--- config.mk ---
export PLATFORM = sky130hd
export DESIGN_NAME = mem_arbiter
export DESIGN_NICKNAME = d
export VERILOG_FILES = /design/src/rtl/mem_arbiter.sv
export SDC_FILE = /design/constraint.sdc
export NUM_CORES = 1
export LEC_CHECK = 0
export CORE_MARGIN = 5
export CORE_UTILIZATION = 41
export CTS_CLUSTER_DIAMETER = 40
export CTS_CLUSTER_SIZE = 14
export DETAILED_ROUTE_END_ITERATION = 12
export GPL_TIMING_DRIVEN = 0
export HOLD_SLACK_MARGIN = 0.02
export MAX_ROUTING_LAYER = met4
export PLACE_DENSITY = 0.79
export RECOVER_POWER = 100
export SKIP_LAST_GASP = 1
export SYNTH_ARGS = -nofsm -noshare
export SYNTH_HDL_FRONTEND = slang
export SYNTH_SLANG_ARGS = --single-unit
export TNS_END_PERCENT = 30
--- constraint.sdc ---
create_clock -name clk -period 2.4 [get_ports clk]
set_clock_uncertainty 0.05 [all_clocks]
set_input_delay 0.48 -clock clk [delete_from_list [all_inputs] [get_ports clk]]
set_output_delay 0.48 -clock clk [all_outputs]
set_load 0.1 [all_outputs]
--- src/rtl/mem_arbiter.sv ---
// Single-port bus arbiter between instruction fetch and the MEM stage.
// Data requests win over fetch; one transaction in flight, ack-or-timeout.
module mem_arbiter #(
  parameter int TIMEOUT_CYCLES = 255
) (
  input  logic        clk,
  input  logic        rst,
  input  logic        if_req,
  input  logic [31:0] if_addr,
  output logic [31:0] if_inst,
  output logic        if_ready,
  output logic        if_stall,
  input  logic        mem_req,
  input  logic        mem_we,
  input  logic [31:0] mem_addr,
  input  logic [3:0]  mem_sel,
  input  logic [31:0] mem_wdata,
  output logic [31:0] mem_rdata,
  output logic        mem_ready,
  output logic        mem_stall,
  output logic        bus_req,
  output logic        bus_we,
  output logic [31:0] bus_addr,
  output logic [3:0]  bus_sel,
  output logic [31:0] bus_wdata,
  input  logic [31:0] bus_rdata,
  input  logic        bus_ack,
  output logic        bus_err
);

  typedef enum logic [1:0] {IDLE, GRANT_MEM, GRANT_IF, RESP} stateT;

  localparam logic [7:0] TIMEOUT_LAST = 8'(TIMEOUT_CYCLES - 1);

  stateT       state;
  logic [7:0]  waitCnt;
  logic        timedOut;
  logic        grantDone;
  logic [31:0] respData;

  // Writes return zero; a timeout (no ack) also returns zero.
  assign timedOut  = (waitCnt == TIMEOUT_LAST);
  assign grantDone = bus_ack || timedOut;
  assign respData  = (bus_ack && !bus_we) ? bus_rdata : 32'd0;

  assign if_stall  = if_req & ~if_ready;
  assign mem_stall = mem_req & ~mem_ready;

  always_ff @(posedge clk) begin
    if (!rst) begin
      state     <= IDLE;
      waitCnt   <= 8'd0;
      bus_req   <= 1'b0;
      bus_we    <= 1'b0;
      bus_addr  <= 32'd0;
      bus_sel   <= 4'd0;
      bus_wdata <= 32'd0;
      bus_err   <= 1'b0;
      if_ready  <= 1'b0;
      if_inst   <= 32'd0;
      mem_ready <= 1'b0;
      mem_rdata <= 32'd0;
    end else begin
      case (state)
        IDLE: begin
          if (mem_req) begin
            state     <= GRANT_MEM;
            waitCnt   <= 8'd0;
            bus_req   <= 1'b1;
            bus_we    <= mem_we;
            bus_addr  <= mem_addr;
            bus_sel   <= mem_sel;
            bus_wdata <= mem_wdata;
          end else if (if_req) begin
            state     <= GRANT_IF;
            waitCnt   <= 8'd0;
            bus_req   <= 1'b1;
            bus_we    <= 1'b0;
            bus_addr  <= if_addr;
            bus_sel   <= 4'b1111;
            bus_wdata <= 32'd0;
          end
        end
        GRANT_MEM, GRANT_IF: begin
          if (grantDone) begin
            state   <= RESP;
            bus_req <= 1'b0;
            bus_we  <= 1'b0;
            // Ack arriving on the final wait cycle still counts as success.
            bus_err <= !bus_ack;
            if (state == GRANT_MEM) begin
              mem_ready <= 1'b1;
              mem_rdata <= respData;
            end else begin
              if_ready <= 1'b1;
              if_inst  <= respData;
            end
          end else begin
            waitCnt <= waitCnt + 8'd1;
          end
        end
        RESP: begin
          state     <= IDLE;
          bus_err   <= 1'b0;
          if_ready  <= 1'b0;
          if_inst   <= 32'd0;
          mem_ready <= 1'b0;
          mem_rdata <= 32'd0;
        end
        default: state <= IDLE;
      endcase
    end
  end

endmodule
==> summary.md <==
| Metric | Value |
|---|---|
| R2R Path End | `if_inst[6]` |
| Vias per cell | `5.00` |
| Clk slew on worst S/H paths | `roughly 0.060 ns` |
| Root Driver | `clkbuf_16` |
| Crit Path Class | `register to primary output` |
| Highest Clock Rate | `between 0.4 and 0.5 GHz` |
| Tmin final | `approximately 2.4 ns` |
| Comb power frac | `47.7%` |
| Asr flop ratio synth | `0%` |
| Slew @ Worst Pin | `between 1 and 1.5 ns` |
| Synth warnings | `0` |
| R2R depth | `8` |
| CTS Buffer Depth | `2` |
| Number of global-route vias before repair | `5417` |
| Drt first pass iters | `4` |
| Final WS setup | `-0.0405 ns` |
| Net Sw Frac | `between 40% and 50%` |
| CTS buffer count | `17` |
| Cell Int Power | `between 0.005 and 0.006 W` |
| Initial antenna violation count | `0` |
| Switching pwr | `approximately 0.0051 W` |
| Most common library cells after synthesis | `147 x dfxtp_1, 108 x nand2_1, 97 x mux2i_1, 67 x nor2_1, 36 x a211oi_1` |
| Io pins | `277` |
| GRT Resource Usage Total | `between 20% and 30%` |
| CTS tree | `built` |
| Hold WC Path Type | `register to register` |
| Hold_buf cts | `0` |
| CP cell instances | `clkdlybuf4s50_1` |
| Net count after synthesis | `750` |
| Post-synthesis xor/xnor area fraction | `0%` |
| PwrDens | `1180 mW/mm²` |
| Crit-path leading delay family | `buffers and inverters` |
| Critical path endpoint category | `primary output` |
| Avg Inst Size Synth | `9.63 µm²` |
| Mux share of post-synthesis cell area | `around 17%` |
| Yosys cell types | `44` |
| HPWL after detailed placement | `14.6 mm` |
| First-pass GRT wire length | `27.8 mm` |
| Worst Setup EP | `bus_wdata[11]` |
| Synthesized flop and latch total | `147` |
| Critical path startpoint category | `register` |
| Final setup violation count | `63` |
| Port bufs | `275` |
| Synth Flop Type | `dfxtp_1` |
| Sequential Power Share | `28.8%` |
| Non-filler cells, final | `1093` |
| Placed cell count | `1062` |
| Ant. Diodes | `0` |
| Failing checks | `negative setup slack` |
| Final GP Congestion | `0.833` |
| Top cell type by total area after synthesis | `dfxtp_1` |
| Antenna Nets Post-Route | `0` |
| Status | `finished, violations left` |
| Max-slew violation count | `0` |
| Clock Power Share | `23.5%` |
| Placed inst area | `0.00883 mm²` |
| Worst R2R Start | `state[0]` |
| Die W | `129 µm` |
| Routed len/inst | `17.0 µm` |
| Core Region | `between 0.01 and 0.015 mm²` |
| Synth Area in Compound Gates | `between 10% and 20%` |
| Area of the die | `between 0.015 and 0.02 mm²` |
| Fill count | `around 1300` |
| Final net count | `between 1000 and 1500` |
| H-tree depth | `4` |
| Final hold vios | `0` |
| Crit path from | `bus_wdata[11]` |
| Post-route cell area | `around 0.0089 mm²` |
| Postcts setup bufs | `0` |
| Gr ovfl total | `0` |
| WP depth | `1` |
| WL final | `18.6 mm` |
| Num Clock Sinks | `about 150` |
| Die H | `approximately 130 µm` |
| Drc violations | `0` |
| Largest family of logic cells by synthesized area | `multiplexers` |
| Final Cycle Share | `102%` |
| Arr. time, crit path | `1.91 ns` |
| Critical path's largest stage delay | `1.14 ns` |
| Unrepaired setup endpoints after global routing | `yes` |
| CP Max Fanout | `2` |
| Most common cell in the netlist | `dfxtp_1` |
| Largest net degree at the start of global routing | `17` |
| Layout cells sized above 1 | `6.13%` |
| Drt first-iter violations | `between 200 and 250` |
| Top-area cell type share of the netlist area | `50.3%` |
| Sequential share of the synthesized area | `50.3%` |
| Req. time, crit path | `1.87 ns` |
| Post-Synth Adder-Cell Area | `1.07%` |
| Mapped Area | `0.00585 mm²` |
| Synth area leaders | `dfxtp_1 50%, mux2i_1 17%, nand2_1 6.9%` |
| Max cap viols | `0` |
| Leakage power | `3.72 nW` |
| Slew HR | `14.0%` |
| Critical-path top delay cell | `clkdlybuf4s50_1` |
| Synth Area in Simple Gates | `14.1%` |
| Synth Instances | `607` |
| R2r setup slk | `0.07 ns` |
| Routed vias | `5461` |
| Row count | `43` |
| Layout area overhead | `53.0%` |
| Starting Density | `42.0%` |
| VDD IR max | `0.000756 V` |
| Number of flops mapped to enable cells by yosys | `0` |
| Worst path buffer plus inverter count | `1` |
| Clk_lat worst skew | `0.41 ns` |
worst min-delay path by stage:
stage                   from             to  slack, ns  depth (start not counted)
2_1_floorplan       state[0]       state[0]       0.42                          2
3_3_place_gp      if_inst[4]     if_inst[4]       0.39                          2
3_5_place_dp     if_inst[30]    if_inst[30]       0.40                          2
4_1_cts          if_inst[17]    if_inst[17]       0.41                          2
5_1_grt        mem_rdata[30]  mem_rdata[30]       0.43                          2
6_report         if_inst[12]    if_inst[12]       0.41                          2
power groups by stage:
stage / registers, W / logic, W / clock network, W
2_1_floorplan: 0.00560 / 0.00140 / 0
3_3_place_gp: 0.00307 / 0.00528 / 0
3_5_place_dp: 0.00308 / 0.00529 / 0
4_1_cts: 0.00303 / 0.00522 / 0.00252
5_1_grt: 0.00307 / 0.00525 / 0.00263
6_report: 0.00303 / 0.00502 / 0.00248
flip-flops by register name (all words and copies together) (netlist names), 2 cells and up:
signal and cells:
if_inst 32, bus_sel 4, mem_rdata 32, bus_wdata 32, waitCnt 8, bus_addr 32, state 2
timing repair:
action                                  in CTS  in global routing
endpoints found under the setup margin     139                100
resized for setup                           48                 31
gates cloned                                 0                  0
layer usage:
layer / wire [µm] / GRT usage [%] / vias up
li1: - / - / 2716
met4: 325 / 7.58 / 0
met1: 7400 / 24.6 / 2507
met3: 1770 / 7.67 / 23
met2: 9110 / 37.4 / 215
met5: 0 / - / -
stage by stage:
step | setup slack [ns] | util [%] | hold slack [ns] | TNS (ns) | total power [W]
after global placement | -0.977 | 63.4 | 0.395 | -7.57 | 0.00834
final | -0.0405 | 64.2 | 0.408 | -1.10 | 0.0105
after global routing | -0.0894 | 64.2 | 0.427 | -5.91 | 0.0110
after detailed placement | -0.986 | 63.4 | 0.401 | -10.72 | 0.00837
after CTS | -0.144 | 67.0 | 0.411 | -4.28 | 0.0108
after floorplan | -0.255 | - | 0.419 | -0.255 | 0.00699
cell usage in the layout (no fill, tap or decap), types with 2 or more instances in the layout:
master	count
a211oi_1	36
a21oi_1	7
a22oi_1	33
and3_1	2
and4_4	2
buf_1	2
buf_2	5
buf_4	3
buf_6	3
clkbuf_1	101
clkbuf_16	17
clkdlybuf4s50_1	204
clkinv_2	4
clkinv_4	3
clkinvlp_4	2
dfxtp_1	147
ha_1	5
inv_1	6
inv_6	2
mux2i_1	97
nand2_1	108
nand2b_1	2
nand3_1	6
nor2_1	67
nor2b_1	2
o211ai_1	3
o21ai_0	5
o221a_2	5
o32ai_1	3
or3_1	3
cell type report:
type	count	area, µm²	share of cell area, %
clock inverters	12	109	1.22
well taps	180	225	2.52
flip-flops and latches	147	2940	32.9
multi-input cells	406	2650	29.6
repair buffers	275	2330	26.1
inverters	7	26.3	0.294
clock buffers	19	443	4.95
plain buffers	47	218	2.43
logic make-up (layout without fill, tap and decap cells):
logic type | after synthesis | after routing
buffers and inverters | 54 | 360
DFF | 147 | 147
adders and majority gates | 5 | 5
and+or+nand+nor | 200 | 200
muxes | 97 | 97
AOI/OAI and AO/OA | 104 | 104
(Power assumes the default switching activity.)
==> edit 1: new RTL, same flow settings <==
Put one more register stage on the output `bus_err`, without a reset. The value now appears one clock later. The other outputs are not delayed to match.
--- a/src/rtl/mem_arbiter.sv
+++ b/src/rtl/mem_arbiter.sv
@@ -34,2 +34,4 @@
 
+  logic bus_err_s0;
+
   stateT       state;
@@ -57,3 +59,3 @@
       bus_wdata <= 32'd0;
-      bus_err   <= 1'b0;
+      bus_err_s0 <= 1'b0;
       if_ready  <= 1'b0;
@@ -89,3 +91,3 @@
             // Ack arriving on the final wait cycle still counts as success.
-            bus_err <= !bus_ack;
+            bus_err_s0 <= !bus_ack;
             if (state == GRANT_MEM) begin
@@ -103,3 +105,3 @@
           state     <= IDLE;
-          bus_err   <= 1'b0;
+          bus_err_s0 <= 1'b0;
           if_ready  <= 1'b0;
@@ -114,2 +116,6 @@
 
+  always_ff @(posedge clk) begin
+    bus_err <= bus_err_s0;
+  end
+
 endmodule
Check against the original RTL: no difference found for any inputs over 4 cycles, from zero or initial values and one cycle with rst low; that may be too few to reach the edited logic, so the function may still have changed.
==> edit 1 against the unedited design <==
Non-clock buffer count is the same. Design area grew 6.9%. Setup slack lost 0.020 ns. Critical endpoint is now bus_addr[29]. Highest routed layer unchanged. Wire length grew 6.9%. Power grew 6.9%. The flow still finishes with violations (negative setup slack). Area after synthesis grew 0.34%. Sequential cell count grew 1.
==> edit 1: results (changes against the unedited design) <==
| Metric | Value |
|---|---|
| Leak Pwr | 0.00468 uW (was 0.00372 uW) |
| Iteration-0 DRC Markers | 277 (was 212) |
| Share of cells above drive strength 1 | 6.99% (was 6.13%) |
| Worst setup path startpoint | bus_addr[29]$_SDFFE_PN0P_ (was bus_wdata[11]$_SDFFE_PN0P_) |
| Critical path data arrival time | 1.93 ns (was 1.91 ns) |
| Worst setup margin | -0.0603 ns (was -0.0405 ns) |
| Critical Path End | bus_addr[29] (was bus_wdata[11]) |
| WL met2 | 9910 microns (was 9110 microns) |
| Routing usage on met3 | 7.30% (was 7.67%) |
| Min-delay src | bus_err_s0$_SDFFE_PN0P_ (was if_inst[12]$_SDFFE_PN0P_) |
| Final wirelength | 19900 microns (was 18600 microns) |
| Worst slew margin | 28.5% (was 14.0%) |
| Worst reg2reg path endpoint | if_inst[11]$_SDFFE_PN0P_ (was if_inst[6]$_SDFFE_PN0P_) |
| Via count of the first global-routing pass | 5756 (was 5417) |
| Via density | 5.10 (was 5.00) |
| Status | finished, violations left (unchanged) |
| Placed cell area | 8850 sq um (was 8830 sq um) |
| Filler cell count | 1150 (was 1260) |
| Hold Crit Depth | 0 (was 2) |
| Metal3 WL | 1740 microns (was 1770 microns) |
| GR Util met2 | 40.9% (was 37.4%) |
| First-pass GRT wire length | 29600 microns (was 27800 microns) |
| Sequential share of the synthesized area | 50.5% (was 50.3%) |
| R2r setup slk | 0.25 ns (was 0.07 ns) |
| Mean area per synthesized cell | 9.65 sq um (was 9.63 sq um) |
| Final setup fails | 64 (was 63) |
| DP HPWL | 15200 microns (was 14600 microns) |
| Failing checks | negative setup slack (unchanged) |
| RD Place Congestion | 0.829 (was 0.833) |
| Top cells by area, synth | dfxtp_1 (50%), mux2i_1 (17%), nand2_1 (6.9%) (unchanged) |
| Met1 usage | 26.2% (was 24.6%) |
| Commonest cells in the netlist | dfxtp_1 (148), nand2_1 (108), mux2i_1 (97), nor2_1 (67), a211oi_1 (36) (was dfxtp_1 (147), nand2_1 (108), mux2i_1 (97), nor2_1 (67), a211oi_1 (36)) |
| Routed length on met1 | 7770 microns (was 7400 microns) |
| Post-cts resize count | 49 (was 48) |
## edit 1: cell families after synthesis
kind of cell	after synthesis	share of synthesized area [%]
AND/OR/NAND/NOR	200	14.1
flip-flops	148	50.5
AO/OA/AOI/OAI	104	13.6
multiplexers	97	16.5
buffers and inverters	54	4.24
adder cells (fa/ha/maj)	5	1.07
## edit 1: layout make-up
cell class              instances  area (sq um)  area share [%]
plain buffers                  47           225            2.36
clock buffers                  20           467            4.88
clock inverters                12           200            2.09
inverters                       7          26.3           0.275
multi-input cells             406          2660            27.9
flip-flops and latches        148          2960            31.0
well taps                     180           225            2.36
repair buffers                275          2790            29.2
## edit 1: power groups by stage
stage / registers (uW) / logic (uW) / clock network [uW]
3_3_place_gp: 3090 / 5290 / 0
3_5_place_dp: 3100 / 5300 / 0
2_1_floorplan: 5620 / 1390 / 0
4_1_cts: 3050 / 5240 / 3000
5_1_grt: 3100 / 5470 / 3120
6_report: 3050 / 5220 / 2970
==> edit 2: new RTL, config.mk and constraints unchanged <==
Without the edit above. Change the parameter `TIMEOUT_CYCLES` from 255 to 128.
--- a/src/rtl/mem_arbiter.sv
+++ b/src/rtl/mem_arbiter.sv
@@ -3,3 +3,3 @@
 module mem_arbiter #(
-  parameter int TIMEOUT_CYCLES = 255
+  parameter int TIMEOUT_CYCLES = 128
 ) (
Behaviour: same outputs for any inputs over 4 cycles, from zero or initial values and one cycle with rst low; that may be too few to reach the edited logic, so the function may still have changed.
==> edit 2 against the unedited design <==
The flow still finishes with violations (negative setup slack). Setup slack got worse by 0.0020 ns. Area after synthesis barely moved. Hold slack improved by 0.0023 ns. First-iteration DRC count rose by 31%. Cell count fell by 0.18%. Largest cell class unchanged. Wire length rose by 4.7%. Sequential cell count did not move. Sequential power rose by 3%. Design area rose by 0.35%. Power rose by 11%.
==> edit 2: results (changes against the unedited design) <==
| Metric | Value |
|---|---|
| Final setup fails | 63 (unchanged) |
| Via density | 5.06 (was 5.00) |
| CP max stage cell | clkdlybuf4s50_1 (unchanged) |
| WL/cell | 17.9 microns (was 17.0 microns) |
| Commonest cells in the netlist | dfxtp_1 (147), nand2_1 (104), mux2i_1 (98), nor2_1 (72), a211oi_1 (36) (was dfxtp_1 (147), nand2_1 (108), mux2i_1 (97), nor2_1 (67), a211oi_1 (36)) |
| Top cells by area, synth | dfxtp_1 (50%), mux2i_1 (17%), nand2_1 (6.7%) (was dfxtp_1 (50%), mux2i_1 (17%), nand2_1 (6.9%)) |
| Worst setup margin | -0.0424 ns (was -0.0405 ns) |
| Worst vdd rail ir drop | 0.000993 V (was 0.000756 V) |
| Status | finished, violations left (unchanged) |
| Synthesis Warnings | 0 (unchanged) |
| DP HPWL | 15100 microns (was 14600 microns) |
| Via count of the first global-routing pass | 5654 (was 5417) |
| Initial Util | 42.0% (about the same) |
| Largest net degree at the start of global routing | 17 (unchanged) |
| Sequential share of the synthesized area | 50.3% (about the same) |
| CP delay by family, top | buffers and inverters (unchanged) |
| DRT Pass-1 Iters | 4 (unchanged) |
| Critical path data arrival time | 1.91 ns (about the same) |
| H-tree depth | 4 (unchanged) |
| Total CTS buffers | 17 (unchanged) |
| Syn nets | 744 (was 750) |
| Total global-route track usage | 23.5% (was 22.2%) |
| Min-delay src | mem_rdata[30]$_SDFFE_PN0P_ (was if_inst[12]$_SDFFE_PN0P_) |
| Port bufs | 276 (was 275) |
| Leak Pwr | 0.00378 uW (was 0.00372 uW) |
| Reg2reg start | state[0]$_SDFFE_PN0P_ (unchanged) |
| Final Max Slew Viols | 0 (unchanged) |
| Reg clk slew, reported paths | 0.06 ns (about the same) |
| Iteration-0 DRC Markers | 278 (was 212) |
| Worst-margin pin slew | 1.33 ns (was 1.30 ns) |
| RD Place Congestion | 0.852 (was 0.833) |
| Clk buf depth | 2 (unchanged) |
| Critical Path Fanout Max | 2 (unchanged) |
| Worst-skew pair later-pin latency | 0.42 ns |
| Worst setup path startpoint | bus_addr[20]$_SDFFE_PN0P_ (was bus_wdata[11]$_SDFFE_PN0P_) |
| Min-delay worst type | flop to flop (unchanged) |
| Post-CTS Setup Inserts | 0 (unchanged) |
| Layout Nets | 1039 (was 1044) |
| Antenna violations before repair | 1 (was 0) |
| First-pass GRT wire length | 29600 microns (was 27800 microns) |
| Hold buffer count at CTS | 0 (unchanged) |
| Failing checks | negative setup slack (unchanged) |
| Root buf cell | clkbuf_16 (unchanged) |
| Max incr delay on CP | 1.16 ns (was 1.14 ns) |
| Share of cells above drive strength 1 | 7.69% (was 6.13%) |
| Share of async-settable or async-resettable flops after synthesis | 0% (unchanged) |
| Synth cell types | 44 (unchanged) |
## edit 2: power breakdown
group	internal (uW)	switching, uW
sequential	2880	245
clock	1550	1040
combinational	1410	4550
total	5840	5830
## edit 2: per-stage QoR
stage	instance area (sq um)	TNS [ns]	cells	total power (uW)	setup WS (ns)
finish	8980	-1.16	1091	11700	-0.0424
global route	8980	-4.91	1091	12200	-0.0813
CTS	9370	-3.74	1090	11900	-0.174
detailed placement	8840	-14.95	1058	9400	-1.00
global placement	8840	-13.60	1058	9370	-1.01
floorplan	5850	-0.255	602	7840	-0.255
## edit 2: routing by layer
metal	GRT usage, %	wire length, microns	part of all wire (%)
met5	-	0	0
met1	25.7	7520	39
met2	40.1	9740	50
met3	8.24	1840	9.4
met4	7.52	376	1.9
## edit 2: layout make-up
cell class / instances / area (sq um)
fill: 1246 / 4960
sequential: 147 / 2940
multi-input combinational: 403 / 2630
timing repair buffer: 276 / 2320
clock buffer: 19 / 443
buffer: 45 / 250
tap: 180 / 225
clock inverter: 13 / 136
inverter: 7 / 26.3
antenna: 1 / 2.50
## edit 2: cells by family after synthesis
logic type,count (synthesis),share of synthesized area [%]
simple gates,201,14.0
flops,147,50.3
mux,99,17.0
compound gates,98,13.1
buf+inv,52,4.66
fa+ha+maj,4,0.855
xor+xnor,1,0.150
## edit 2: timing repair
action,in CTS,in global routing
resized for setup,48,43
pin swaps,0,0
setup endpoints to repair,139,140
cloned,0,0
## edit 2: final timing paths
check | end | slack, ns | cells after the start
setup / recovery | bus_addr[20] | -0.04 | 1
hold / removal | mem_rdata[30]$_SDFFE_PN0P_ | 0.41 | 2
setup reg to reg | if_inst[9]$_SDFFE_PN0P_ | 0.17 | 8
hold reg to reg | mem_rdata[30]$_SDFFE_PN0P_ | 0.41 | 2
